[config.mk]
export PLATFORM = sky130hd
export DESIGN_NAME = abc_load_arb
export DESIGN_NICKNAME = d
export VERILOG_FILES = /design/src/rtl/abc_load_arb.sv
export SDC_FILE = /design/constraint.sdc
export NUM_CORES = 1
export LEC_CHECK = 0
export ABC_AREA = 1
export BUFFER_PORTS_ARGS = -buffer_cell sky130_fd_sc_hd__buf_4
export CAP_MARGIN = 25
export CORE_ASPECT_RATIO = 0.7
export CORE_MARGIN = 2
export CORE_UTILIZATION = 32
export CTS_BUF_LIST = sky130_fd_sc_hd__clkbuf_16
export CTS_CLUSTER_SIZE = 24
export DETAILED_ROUTE_END_ITERATION = 8
export GPL_TIMING_DRIVEN = 0
export PLACE_DENSITY = 0.51
export SETUP_SLACK_MARGIN = 0.3
export SKIP_CTS_REPAIR_TIMING = 1
export SYNTH_ARGS = -nofsm -noshare
export SYNTH_HDL_FRONTEND = slang
export SYNTH_SLANG_ARGS = --single-unit
export TNS_END_PERCENT = 1
[constraint.sdc]
create_clock -name clk -period 2 [get_ports clk]
set_clock_uncertainty 0.1 [all_clocks]
set_input_delay 0.3 -clock clk [delete_from_list [all_inputs] [get_ports clk]]
set_output_delay 0.3 -clock clk [all_outputs]
set_load 0.03 [all_outputs]
[src/rtl/abc_load_arb.sv]
// abc_load_arb: round-robin scheduler that loads one requester's {a,b,c} value into shared capture flops, then holds the grant for a guard time
module abc_load_arb #(
  parameter int NREQ = 4,
  parameter int HOLD_CYCLES = 2
) (
  input  logic              clk,
  input  logic              reset_l,
  input  logic              arb_en,
  input  logic [NREQ-1:0]   req,
  input  logic [3*NREQ-1:0] req_data,
  output logic [NREQ-1:0]   gnt,
  output logic              a,
  output logic              b,
  output logic              c,
  output logic              ld_done,
  output logic              busy
);
  localparam int PW = NREQ > 1 ? $clog2(NREQ) : 1;
  typedef enum logic [1:0] {IDLE, LOAD, HOLD} state_t;
  state_t state, nxt;
  logic [PW-1:0] rr_ptr, win, nxt_win;
  logic [7:0] hold_cnt;
  // descending scan so the requester closest to rr_ptr wins
  always_comb begin
    nxt_win = rr_ptr;
    for (int i = NREQ - 1; i >= 0; i--)
      if (req[(int'(rr_ptr) + i) % NREQ]) nxt_win = PW'((int'(rr_ptr) + i) % NREQ);
  end
  always_comb begin
    nxt = state;
    if (state == IDLE && arb_en && |req) nxt = LOAD;
    else if (state == LOAD) nxt = HOLD_CYCLES > 0 ? HOLD : IDLE;
    else if (state == HOLD && hold_cnt == 8'(HOLD_CYCLES)) nxt = IDLE;
  end
  always_ff @(posedge clk or negedge reset_l) begin
    if (!reset_l) begin
      state    <= IDLE;
      rr_ptr   <= '0;
      win      <= '0;
      hold_cnt <= '0;
      gnt      <= '0;
      ld_done  <= 1'b0;
      {a, b, c} <= 3'b001;
    end else begin
      state    <= nxt;
      ld_done  <= state == LOAD;
      hold_cnt <= nxt == HOLD ? hold_cnt + 8'd1 : 8'd0;
      if (state == IDLE && nxt == LOAD) begin
        win <= nxt_win;
        gnt <= NREQ'(1) << nxt_win;
      end
      if (state == LOAD) {a, b, c} <= req_data[3*int'(win) +: 3];
      if (state != IDLE && nxt == IDLE) begin
        gnt    <= '0;
        rr_ptr <= win == PW'(NREQ - 1) ? '0 : win + 1'b1;
      end
    end
  end
  assign busy = state != IDLE;
endmodule

# == Word-level counts from Yosys, hierarchy flattened ==
# Cells that the tools add are included.
# W data, S select, Z words.
# word_totals
in_bits,19
register_bits,22
output_inout_bits,9
elab_cells,65
# op_classes
n_mul,1
muxes,22
magnitude_cmp,4
eq_ne,6
bitwise,3
n_reduce_logical,13
shifts,2
n_addsub,5
# op_table
cell,n
$mux W2,8
$lt A3 B4 Y1 const B,3
$shiftx A12 B5 Y3,1
$add A8 B1 Y8 const B,1
$bmux W1 S2,4
$eq A8 B2 Y1 const B,1
$mux W4,2
$mux W8,1
$mux W1,7
$eq A2 B2 Y1 const B,3
$reduce_or A2 Y1,3
$logic_and A1 B1 Y1,5
$add A2 B1 Y2 const B,2
$add A2 B2 Y2 const B,2
$eq A2 B1 Y1 const B,2
$logic_not A2 Y1,2
$mul A2 B2 Y4 const A,1
$reduce_bool A2 Y1,2
$reduce_or A4 Y1,1
$shl A1 B2 Y4 const A,1
$and A1 B1 Y1 const A,3
$lt A2 B3 Y1 const B,1

# == Longest topological paths before layout ==
# Gate-level depths: netlist (run 1).
# depth
ltp_word,13
ltp_mapped,14
depth_no_buf,13

# == Least setup slack after synthesis (run 1) ==
# OpenSTA, ideal clock, no wires.
# synth_timing
kind,register to register
from,register hold_cnt[0]
to,register gnt[3]
period_less_slack_ns,1.482
setup_slack_ns,0.518
arrival_ns,1.259
path_buffers,0
t_required_ns,1.776
setup_ns,0.124
path_stages_with_launch,9
path_cell_list,dfrtp_1 -> inv_1 -> ha_1 -> nand2_1 -> nor4_2 -> nand3_1 -> nand2_1 -> nor2_1 -> o21bai_1
# synth_between
elab_chain_cells,8
word_cells_on_any_way,11
cone_classes,eq/ne: 2; mux: 4; reduce/logical: 5
# synth_rtl
item,line,text
start: declaration,22,logic [7:0] hold_cnt;
start signal: assignment,47,hold_cnt <= nxt == HOLD ? hold_cnt + 8'd1 : 8'd0;
$eq A8 B2 Y1 *,33,else if (state == HOLD && hold_cnt == 8'(HOLD_CYCLES)) nxt = IDLE;
$logic_and A1 B1 Y1 *,33,
$mux W2 *,33,
$mux W2 *,32,else if (state == LOAD) nxt = HOLD_CYCLES > 0 ? HOLD : IDLE;
$mux W2 *,31,if (state == IDLE && arb_en && |req) nxt = LOAD;
$eq A2 B1 Y1 or $logic_not A2 Y1 (tied branches),"48, 53",
"$logic_and A1 B1 Y1, on equally long branches","48, 53",
$reduce_bool A2 Y1 (no line) or $mux W4 (tied branches),n/a,
end signal: assignment,50,gnt <= NREQ'(1) << nxt_win;
end: declaration,11,"output logic [NREQ-1:0] gnt,"
# Every way passes the cells marked *; elsewhere a longest branch is shown, timed or not.
# A chain may end at the register's enable or synchronous reset.

# == Worst setup path after layout (run 1) ==
# Ends and elaborated chain as after synthesis.

==> results of run 1 <==
-- synthesized netlist by cell type (2+ instances only) --
library cell / instances / area, sq um
sky130_fd_sc_hd__inv_1: 22 / 82.6
sky130_fd_sc_hd__a31oi_1: 3 / 18.8
sky130_fd_sc_hd__inv_2: 2 / 7.51
sky130_fd_sc_hd__nand2_1: 50 / 188
sky130_fd_sc_hd__nor2_1: 26 / 97.6
sky130_fd_sc_hd__nand2_2: 8 / 50.1
sky130_fd_sc_hd__o21ai_0: 10 / 50.1
sky130_fd_sc_hd__ha_1: 3 / 37.5
sky130_fd_sc_hd__nand3_1: 10 / 50.1
sky130_fd_sc_hd__a21oi_1: 4 / 20.0
sky130_fd_sc_hd__dfrtp_1: 21 / 526
sky130_fd_sc_hd__nor4_1: 2 / 12.5
sky130_fd_sc_hd__nor3_1: 5 / 25.0
-- worst max-delay path by stage --
stage / from / end / slack (ns)
finish: hold_cnt[0] / gnt[3] / 0.37
detailed placement: hold_cnt[0] / gnt[0] / 0.31
global route: rr_ptr[0] / gnt[2] / 0.24
CTS: hold_cnt[0] / gnt[2] / 0.28
global placement: hold_cnt[0] / gnt[0] / 0.31
floorplan: hold_cnt[0] / gnt[3] / 0.52
-- stage by stage --
stage	area, sq um	total power, mW
2_1_floorplan	1290	1.67
3_3_place_gp	1560	1.99
3_5_place_dp	1560	2.02
4_1_cts	1660	2.58
5_1_grt	1720	2.87
6_report	1720	2.63
-- logic make-up (layout without fill, tap and decap cells) --
family	after synthesis	in the layout	synth area share, %
AND/OR/NAND/NOR	106	106	36.1
buffers and inverters	27	59	8.83
AO/OA/AOI/OAI	21	21	9.41
adder cells (fa/ha/maj)	3	3	2.91
flip-flops	22	22	42.8
-- where the power goes --
group / total, mW / switching, mW / internal [mW]
clock network: 0.559 / 0.161 / 0.397
registers: 0.714 / 0.110 / 0.604
logic: 1.36 / 0.879 / 0.481
total: 2.63 / 1.15 / 1.48
-- sequential cells by signal, summed over array words and instances, names as in the netlist --
name,flops
hold_cnt,8
gnt,4
rr_ptr,2
state,2
win,2
a,1
b,1
c,1
ld_done,1
-- routing by layer --
layer / share of wire (%) / GRT usage, % / wire length, microns / vias up
li1: - / - / - / 632
met1: 53 / 19.2 / 1540 / 547
met2: 40 / 20.6 / 1180 / 28
met3: 6.6 / 4.75 / 195 / 2
met4: 0.44 / 1.45 / 13 / 0
met5: 0 / 0 / 0 / -
-- cell type report --
| type | instances | area share, % |
|---|---|---|
| multi-input cells | 130 | 39.0 |
| flip-flops and latches | 22 | 32.1 |
| repair buffers | 28 | 12.4 |
| inverters | 25 | 5.75 |
| clock buffers | 3 | 4.37 |
| well taps | 52 | 3.79 |
| clock inverters | 1 | 1.75 |
| plain buffers | 2 | 0.874 |
-- tightest hold or removal path, cell delays in order --
cell                      delay (ns)
sky130_fd_sc_hd__buf_4          0.08
sky130_fd_sc_hd__o21ai_0        0.06
sky130_fd_sc_hd__a31oi_1        0.12
==> PnR_summary.wiki, run 1 <==
{| class="wikitable"
! Metric !! Value
|-
| DR iter-0 viols || 45
|-
| Worst-case reg-to-reg path depth || 8
|-
| Fraction of the yosys area taken by sequential cells || 42.8%
|-
| Worst slew margin relative to its limit || 72.9%
|-
| Post-synth EDFFs || 0
|-
| Net count reported at finish || 234
|-
| Hold Slack || 0.248 ns
|-
| Max-slew violation count || 0
|-
| Pin slew with the least headroom to its limit || 0.405 ns
|-
| Family with the most delay on the worst path || simple AND/OR/NAND/NOR gates
|-
| Storage element area || 552 sq um
|-
| Clock period minus worst slack || 1.63 ns
|-
| Ratio of final minimum period to clock period || 81.3%
|-
| Core region area || 3900 sq um
|-
| Most used cells in the layout excluding fill and tap cells || sky130_fd_sc_hd__nand2_1 (46), sky130_fd_sc_hd__buf_4 (27), sky130_fd_sc_hd__nor2_1 (26)
|-
| Total clock buffers created by CTS || 3
|-
| Startpoint of the worst register-to-register path || hold_cnt[0]
|-
| Hold path depth || 3
|-
| Clock tree from TritonCTS || built
|-
| Maximum number of pins on one net before global-route repair || 23
|-
| Routed WL per cell || 11.2 microns
|-
| Vias in the first global route || 1119
|-
| Area occupied by multi-input gates || 669 sq um
|-
| Layout fillers || 407
|-
| Max-cap violation count || 0
|-
| CTS clock-pin slew for the worst setup and hold paths || 0.06 ns
|-
| CTS sink count || 22
|-
| Worst stage delay on the critical path || 0.41 ns
|-
| Dominant synthesized flop cell || sky130_fd_sc_hd__dfrtp_1
|-
| Number of cells on the critical path || 8
|-
| Global route overflow || 0
|-
| Number of top-level design ports || 28
|-
| Synthesized netlist net count || 201
|-
| Drt drc || 0
|-
| Largest fanout on the critical path || 4
|-
| Share of synthesized registers carrying an async set or reset || 100%
|-
| Result of the run || complete, no violations
|-
| Antenna diode count || 0
|-
| Final WS setup || 0.374 ns
|-
| Global-route wire length before repair || 4840 microns
|-
| Worst min-delay path class || input port to flop
|-
| Clk_lat worst skew || 0.26 ns
|-
| Starting density of the core || 33.1%
|-
| Worst path buffer plus inverter count || 1
|-
| Detail Placement HPWL || 2300 microns
|-
| Endpoints failing setup || 0
|-
| CP Capture Type || flop
|-
| Number of cells after detailed placement || 258
|-
| Most frequent standard cell in the layout excluding fill and tap cells || sky130_fd_sc_hd__nand2_1
|-
| Final ANT Viol Nets || 0
|-
| Critical-path top delay cell || sky130_fd_sc_hd__dfrtp_1
|-
| Reg-to-reg critical path endpoint || gnt[3]
|-
| Endpoint arrival time on the critical path || 1.67 ns
|-
| Terminating pin of the worst hold path || a
|-
| Post-synthesis to final-layout area growth || 33.2%
|-
| Peak supply drop || 0.748 mV
|-
| Die width || 79.9 microns
|-
| Number of vias in the routed layout || 1209
|-
| Critical Path Start Type || flop
|-
| Leakage || 0.880 nW
|-
| Synthesized cell area || 1290 sq um
|-
| Setup repair after global routing missed its margin || true
|-
| Number of hold violations in the final report || 0
|-
| Most repeated library cell on the critical path || sky130_fd_sc_hd__nand2_1
|-
| Last weighted congestion value of the routability-driven placer || 0.855
|-
| Register bit total from synthesis || 22
|-
| Critical hold path startpoint || req_data[5]
|-
| Post-Route Setup TNS || 0 ns
|-
| Antenna violations before repair || 0
|-
| Vias per Instance || 4.60
|-
| Port Buf Inserts || 27
|-
| Number of rows in the core area || 19
|-
| Yosys Warn Count || 0
|-
| Post-layout instance count excluding filler cells || 263
|-
| First drt pass iteration count || 7
|-
| Total Die Area || 4560 sq um
|-
| Ratio of cells with drive above 1 in the final layout || 26.1%
|-
| Core occupancy in the finished layout || 44.1%
|-
| Max Clock Freq || 615 MHz
|-
| Clock tree root buffer cell || sky130_fd_sc_hd__clkbuf_16
|-
| H-tree levels || 1
|-
| Routed Wire Length || 2940 microns
|-
| Unique masters post-synth || 26
|-
| Cells after synthesis || 179
|-
| Setup slack on the worst flop-to-flop path || 0.37 ns
|-
| Post-placement setup slack || 0.306 ns
|-
| Cell chain of the critical path || inv_1, ha_1, nand2_1, nor4_4, nand3_1, nand2_1, nor2_1, o21bai_1
|-
| Total Routing Usage GR || 13.5%
|-
| Die height || 57.1 microns
|-
| Clock Tree Buf Depth || 2
|-
| Power density over the cells || 1530 nW/um^2
|-
| Critical path start-end classification || flop to flop
|-
| Post-Syn Area per Cell || 7.21 sq um
|-
| Data required time at the worst endpoint || 2.04 ns
|}
Power figures use the tool's default switching activity.
==> inputs of run 2 (changes only) <==
==> constraint.sdc (replaced) <==
create_clock -name clk -period 1.63 [get_ports clk]
set_clock_uncertainty 0.1 [all_clocks]
set_input_delay 0.2445 -clock clk [delete_from_list [all_inputs] [get_ports clk]]
set_output_delay 0.2445 -clock clk [all_outputs]
set_load 0.03 [all_outputs]
==> PnR_summary.wiki, run 2 (synthesis gave the netlist of run 1 again) <==
{| class="wikitable"
! Metric !! Value
|-
| Critical path start-end classification || flop to flop
|-
| Cell chain of the critical path || buf_6, clkinv_8, nand2_1, nand2_2, nand2_2, nand2_2, nor2_1, nand2_1, nand2_1, nand2_2, nand2_4, nor2_1, nand2_2, nand2_1
|-
| Antenna diode count || 0
|-
| Largest fanout on the critical path || 7
|-
| Vias in the first global route || 1119
|-
| Final ANT Viol Nets || 0
|-
| Max FFs per register || 8
|-
| Maximum number of pins on one net before global-route repair || 23
|-
| Routed Wire Length || 3220 microns
|-
| Last weighted congestion value of the routability-driven placer || 0.855
|-
| Endpoints failing setup || 0
|-
| Critical-path top delay cell || sky130_fd_sc_hd__dfrtp_1
|-
| Leakage || 0.940 nW
|-
| Clock tree root buffer cell || sky130_fd_sc_hd__clkbuf_16
|-
| Antenna violations before repair || 0
|-
| Data required time at the worst endpoint || 1.68 ns
|-
| Layout fillers || 395
|-
| Vias per Instance || 4.75
|-
| Global-route wire length before repair || 4840 microns
|-
| Worst stage delay on the critical path || 0.37 ns
|-
| Setup repair after global routing missed its margin || true
|-
| Most used cells in the layout excluding fill and tap cells || sky130_fd_sc_hd__nand2_1 (35), sky130_fd_sc_hd__buf_4 (28), sky130_fd_sc_hd__nor2_1 (24)
|-
| Register with the highest flop count || hold_cnt
|-
| Post-synthesis to final-layout area growth || 43.6%
|-
| Worst slew margin relative to its limit || 71.9%
|-
| Worst min-delay path class || input port to flop
|-
| Max-cap violation count || 0
|-
| Starting density of the core || 33.1%
|-
| Max Clock Freq || 614 MHz
|-
| Number of top-level design ports || 28
|-
| Number of hold violations in the final report || 0
|-
| Clock period minus worst slack || 1.63 ns
|-
| DR iter-0 viols || 42
|-
| Clk_lat worst skew || 0.26 ns
|-
| Die height || 57.1 microns
|-
| Storage element area || 552 sq um
|-
| Drt drc || 0
|-
| Port Buf Inserts || 27
|-
| Most frequent standard cell in the layout excluding fill and tap cells || sky130_fd_sc_hd__nand2_1
|-
| Routed WL per cell || 12.2 microns
|-
| Total Routing Usage GR || 13.5%
|-
| Ratio of cells with drive above 1 in the final layout || 38.5%
|-
| Pin slew with the least headroom to its limit || 0.418 ns
|-
| Total Die Area || 4560 sq um
|-
| CP Capture Type || flop
|-
| Result of the run || complete, no violations
|-
| Top flop regs || hold_cnt: 8 flops, gnt: 4 flops
|-
| Peak supply drop || 0.952 mV
|-
| Number of vias in the routed layout || 1260
|-
| Clock Tree Buf Depth || 2
|-
| Critical Path Start Type || flop
|-
| CTS sink count || 22
|-
| Net count reported at finish || 236
|-
| Number of rows in the core area || 19
|-
| Ratio of final minimum period to clock period || 100%
|-
| Total clock buffers created by CTS || 3
|-
| First drt pass iteration count || 4
|-
| Endpoint arrival time on the critical path || 1.68 ns
|-
| Clock tree from TritonCTS || built
|-
| Power density over the cells || 1910 nW/um^2
|-
| H-tree levels || 1
|-
| Most repeated library cell on the critical path || sky130_fd_sc_hd__nand2_2
|-
| CTS clock-pin slew for the worst setup and hold paths || 0.06 ns
|-
| Post-Route Setup TNS || 0 ns
|-
| Core occupancy in the finished layout || 47.5%
|-
| Core region area || 3900 sq um
|-
| Die width || 79.9 microns
|-
| Detail Placement HPWL || 2300 microns
|-
| Global route overflow || 0
|-
| Area occupied by multi-input gates || 782 sq um
|-
| Max-slew violation count || 0
|}
-- run 2: changes by cell type in the layout (fill, tap and decap cells not counted), sizes merged --
cell	before	now
buf	28	30
clkinv	0	1
inv	25	24
-- run 2: path summary, 6_finish.rpt --
check / slack [ns] / to / start / cells past startpoint
worst max-delay path: 0.0004 / gnt[2] / rr_ptr[0] / 14
worst min-delay path: 0.19 / a / req_data[5] / 3
worst max register to register: 0.0004 / gnt[2] / rr_ptr[0] / 14
worst min register to register: 0.39 / gnt[2] / gnt[2] / 2
max in group asynchronous: 0.84 / c / reset_l / 2
min in group asynchronous: 0.31 / rr_ptr[0] / reset_l / 2
-- run 2: final cells by class --
class,count,area share [%]
multi-input combinational,130,42.2
sequential,22,29.8
timing repair buffer,30,12.2
inverter,25,5.74
clock buffer,3,4.05
tap,52,3.51
clock inverter,1,1.62
buffer,2,0.878
-- run 2: stage by stage --
step | total power, mW | std cells | hold slack [ns] | instance area, sq um | setup WS (ns)
2_1_floorplan | 2.05 | 179 | -0.151 | 1290 | 0.148
3_3_place_gp | 2.45 | 258 | 0.0494 | 1560 | -0.0608
3_5_place_dp | 2.48 | 258 | 0.0568 | 1560 | -0.0644
4_1_cts | 3.17 | 262 | -0.219 | 1660 | -0.0865
5_1_grt | 3.85 | 265 | 0.247 | 1850 | -0.139
6_report | 3.54 | 265 | 0.193 | 1850 | 0.000417
-- run 2: worst max-delay path, delay by kind of cell (launching register included) --
kind | cells | cell delay [ns]
and+or+nand+nor | 12 | 0.82
DFF | 1 | 0.37
buffers and inverters | 2 | 0.23
-- run 2: layer usage --
layer	track usage (%)	share of wire (%)	vias to the layer above
li1	-	-	635
met1	19.2	51	593
met2	20.6	43	30
met3	4.75	5.5	2
met4	1.45	0.40	0
met5	0	0	-
-- run 2: power breakdown --
group / internal, mW / leakage [nW] / switching, mW
clock: 0.488 / 0.0511 / 0.199
combinational: 0.714 / 0.608 / 1.25
sequential: 0.741 / 0.281 / 0.150
==> inputs of run 3 (changes only) <==
--- a/config.mk
+++ b/config.mk
@@ -15,7 +15,6 @@
 export CTS_CLUSTER_SIZE = 24
 export DETAILED_ROUTE_END_ITERATION = 8
 export GPL_TIMING_DRIVEN = 0
-export PLACE_DENSITY = 0.51
 export SETUP_SLACK_MARGIN = 0.3
 export SKIP_CTS_REPAIR_TIMING = 1
 export SYNTH_ARGS = -nofsm -noshare
==> PnR_summary.wiki, run 3 (synthesis gave the netlist of run 1 again) <==
{| class="wikitable"
! Metric !! Value
|-
| Result of the run || complete, no violations
|-
| Post-placement setup slack || -0.0957 ns
|-
| Routed WL per cell || 11.1 microns
|-
| Number of hold violations in the final report || 0
|-
| Net count reported at finish || 234
|-
| Endpoint arrival time on the critical path || 1.62 ns
|-
| Port Buf Inserts || 27
|-
| Max FFs per register || 8
|-
| Drt drc || 0
|-
| Post-Route Setup TNS || 0 ns
|-
| Critical path start-end classification || flop to flop
|-
| Clock tree from TritonCTS || built
|-
| Area of all placed cells without fillers || 1740 sq um
|-
| Endpoints failing setup || 0
|-
| Vias per Instance || 4.43
|-
| Clock Tree Buf Depth || 2
|-
| Worst slew margin relative to its limit || 70.7%
|-
| Total Routing Usage GR || 13.5%
|-
| Clk_lat worst skew || 0.26 ns
|-
| Leakage || 0.896 nW
|-
| Starting density of the core || 33.1%
|-
| Power density over the cells || 1790 nW/um^2
|-
| Post-synthesis to final-layout area growth || 34.8%
|-
| Number of vias in the routed layout || 1165
|-
| Detail Placement HPWL || 2130 microns
|-
| Global routing met3 resource utilization || 3.96%
|-
| Met2 demand-to-capacity share in global routing || 18.3%
|-
| Total clock buffers created by CTS || 3
|-
| Max-slew violation count || 0
|-
| Placed Area || 1560 sq um
|-
| Ratio of cells with drive above 1 in the final layout || 31.8%
|-
| GR Util met1 || 21.7%
|-
| Ratio of final minimum period to clock period || 96.7%
|-
| Beginning of the critical path || hold_cnt[0]
|-
| Core region area || 3900 sq um
|-
| Clock period minus worst slack || 1.58 ns
|-
| DR iter-0 viols || 85
|-
| Reg-to-reg critical path endpoint || gnt[1]
|-
| Pin slew with the least headroom to its limit || 0.437 ns
|-
| First drt pass iteration count || 4
|-
| Global route overflow || 0
|-
| Peak supply drop || 0.716 mV
|-
| Max Clock Freq || 635 MHz
|-
| Post-layout instance count excluding filler cells || 263
|-
| Final ANT Viol Nets || 0
|-
| Max-cap violation count || 0
|-
| Vias in the first global route || 1076
|-
| Die height || 57.1 microns
|-
| Antenna diode count || 0
|-
| H-tree levels || 1
|-
| CP Capture Type || flop
|-
| Most frequent standard cell in the layout excluding fill and tap cells || sky130_fd_sc_hd__nand2_1
|-
| Top flop regs || hold_cnt: 8 flops, gnt: 4 flops
|-
| Number of cells after detailed placement || 258
|-
| Clock tree root buffer cell || sky130_fd_sc_hd__clkbuf_16
|-
| Routed Wire Length || 2920 microns
|-
| Register with the highest flop count || hold_cnt
|-
| Hold path depth || 3
|-
| Global-route wire length before repair || 4890 microns
|-
| Worst-case reg-to-reg path depth || 9
|-
| Most used cells in the layout excluding fill and tap cells || sky130_fd_sc_hd__nand2_1 (43), sky130_fd_sc_hd__buf_4 (27), sky130_fd_sc_hd__nor2_1 (25)
|-
| Antenna violations before repair || 0
|-
| Pwr Total || 3.12 mW
|-
| Largest fanout on the critical path || 4
|-
| Maximum number of pins on one net before global-route repair || 23
|-
| Hold Slack || 0.197 ns
|-
| Final WS setup || 0.0545 ns
|-
| Die width || 79.9 microns
|-
| Number of top-level design ports || 28
|-
| Number of rows in the core area || 19
|-
| Most used routing layer || met1
|-
| Data required time at the worst endpoint || 1.68 ns
|-
| Worst min-delay path class || input port to flop
|-
| Setup slack on the worst flop-to-flop path || 0.05 ns
|-
| Startpoint of the worst register-to-register path || hold_cnt[0]
|-
| Total Die Area || 4560 sq um
|-
| Endpoint of the most critical setup path || gnt[1]
|-
| CTS sink count || 22
|-
| CTS clock-pin slew for the worst setup and hold paths || 0.06 ns
|-
| Critical Path Start Type || flop
|-
| Core occupancy in the finished layout || 44.6%
|-
| Last weighted congestion value of the routability-driven placer || 0.828
|-
| Setup repair after global routing missed its margin || true
|}
## run 3: cell count changes in the layout (fill, tap and decap cells not counted), moves of 2 or more
cell / change
sky130_fd_sc_hd__inv_2: -2
sky130_fd_sc_hd__nand2_2: -4
sky130_fd_sc_hd__inv_1: +3
sky130_fd_sc_hd__nand2_4: -4
sky130_fd_sc_hd__nand2_1: +8
sky130_fd_sc_hd__nor2_4: -2
## run 3: worst min path at each step
| stage | from | endpoint | slack (ns) |
|---|---|---|---|
| after floorplan | reset_l | a | -0.15 |
| after global placement | reset_l | hold_cnt[3] | 0.05 |
| after detailed placement | reset_l | hold_cnt[3] | 0.05 |
| after CTS | reset_l | hold_cnt[3] | -0.22 |
| after global routing | req_data[5] | a | 0.22 |
| final | req_data[5] | a | 0.20 |
## run 3: per-layer routing
| layer | share of wire (%) | wire length, microns |
|---|---|---|
| met1 | 54 | 1580 |
| met2 | 41 | 1190 |
| met3 | 4.8 | 140 |
| met4 | 0.44 | 13 |
| met5 | 0 | 0 |
## run 3: where the power goes
group	internal [mW]	total [mW]	switching [mW]
Sequential	0.741	0.888	0.147
Clock	0.327	0.519	0.192
Combinational	0.611	1.71	1.10
Total	1.68	3.12	1.44
## run 3: critical path, stage by stage, from the launching register on
cell and delay, ns:
sky130_fd_sc_hd__dfrtp_1 0.41, sky130_fd_sc_hd__inv_1 0.07, sky130_fd_sc_hd__ha_2 0.18, sky130_fd_sc_hd__nand2_2 0.07, sky130_fd_sc_hd__nor4_4 0.19, sky130_fd_sc_hd__nand3_2 0.16, sky130_fd_sc_hd__nand2_2 0.09, sky130_fd_sc_hd__inv_1 0.08
sky130_fd_sc_hd__nand2_1 0.06, sky130_fd_sc_hd__nand2_1 0.05
## run 3: layout make-up
type | count | area (sq um)
fill | 415 | 2160
sequential | 22 | 552
inverter | 25 | 98.8
tap | 52 | 65.1
multi-input combinational | 130 | 716
clock buffer | 3 | 75.1
timing repair buffer | 28 | 213
clock inverter | 1 | 3.75
buffer | 2 | 16.3
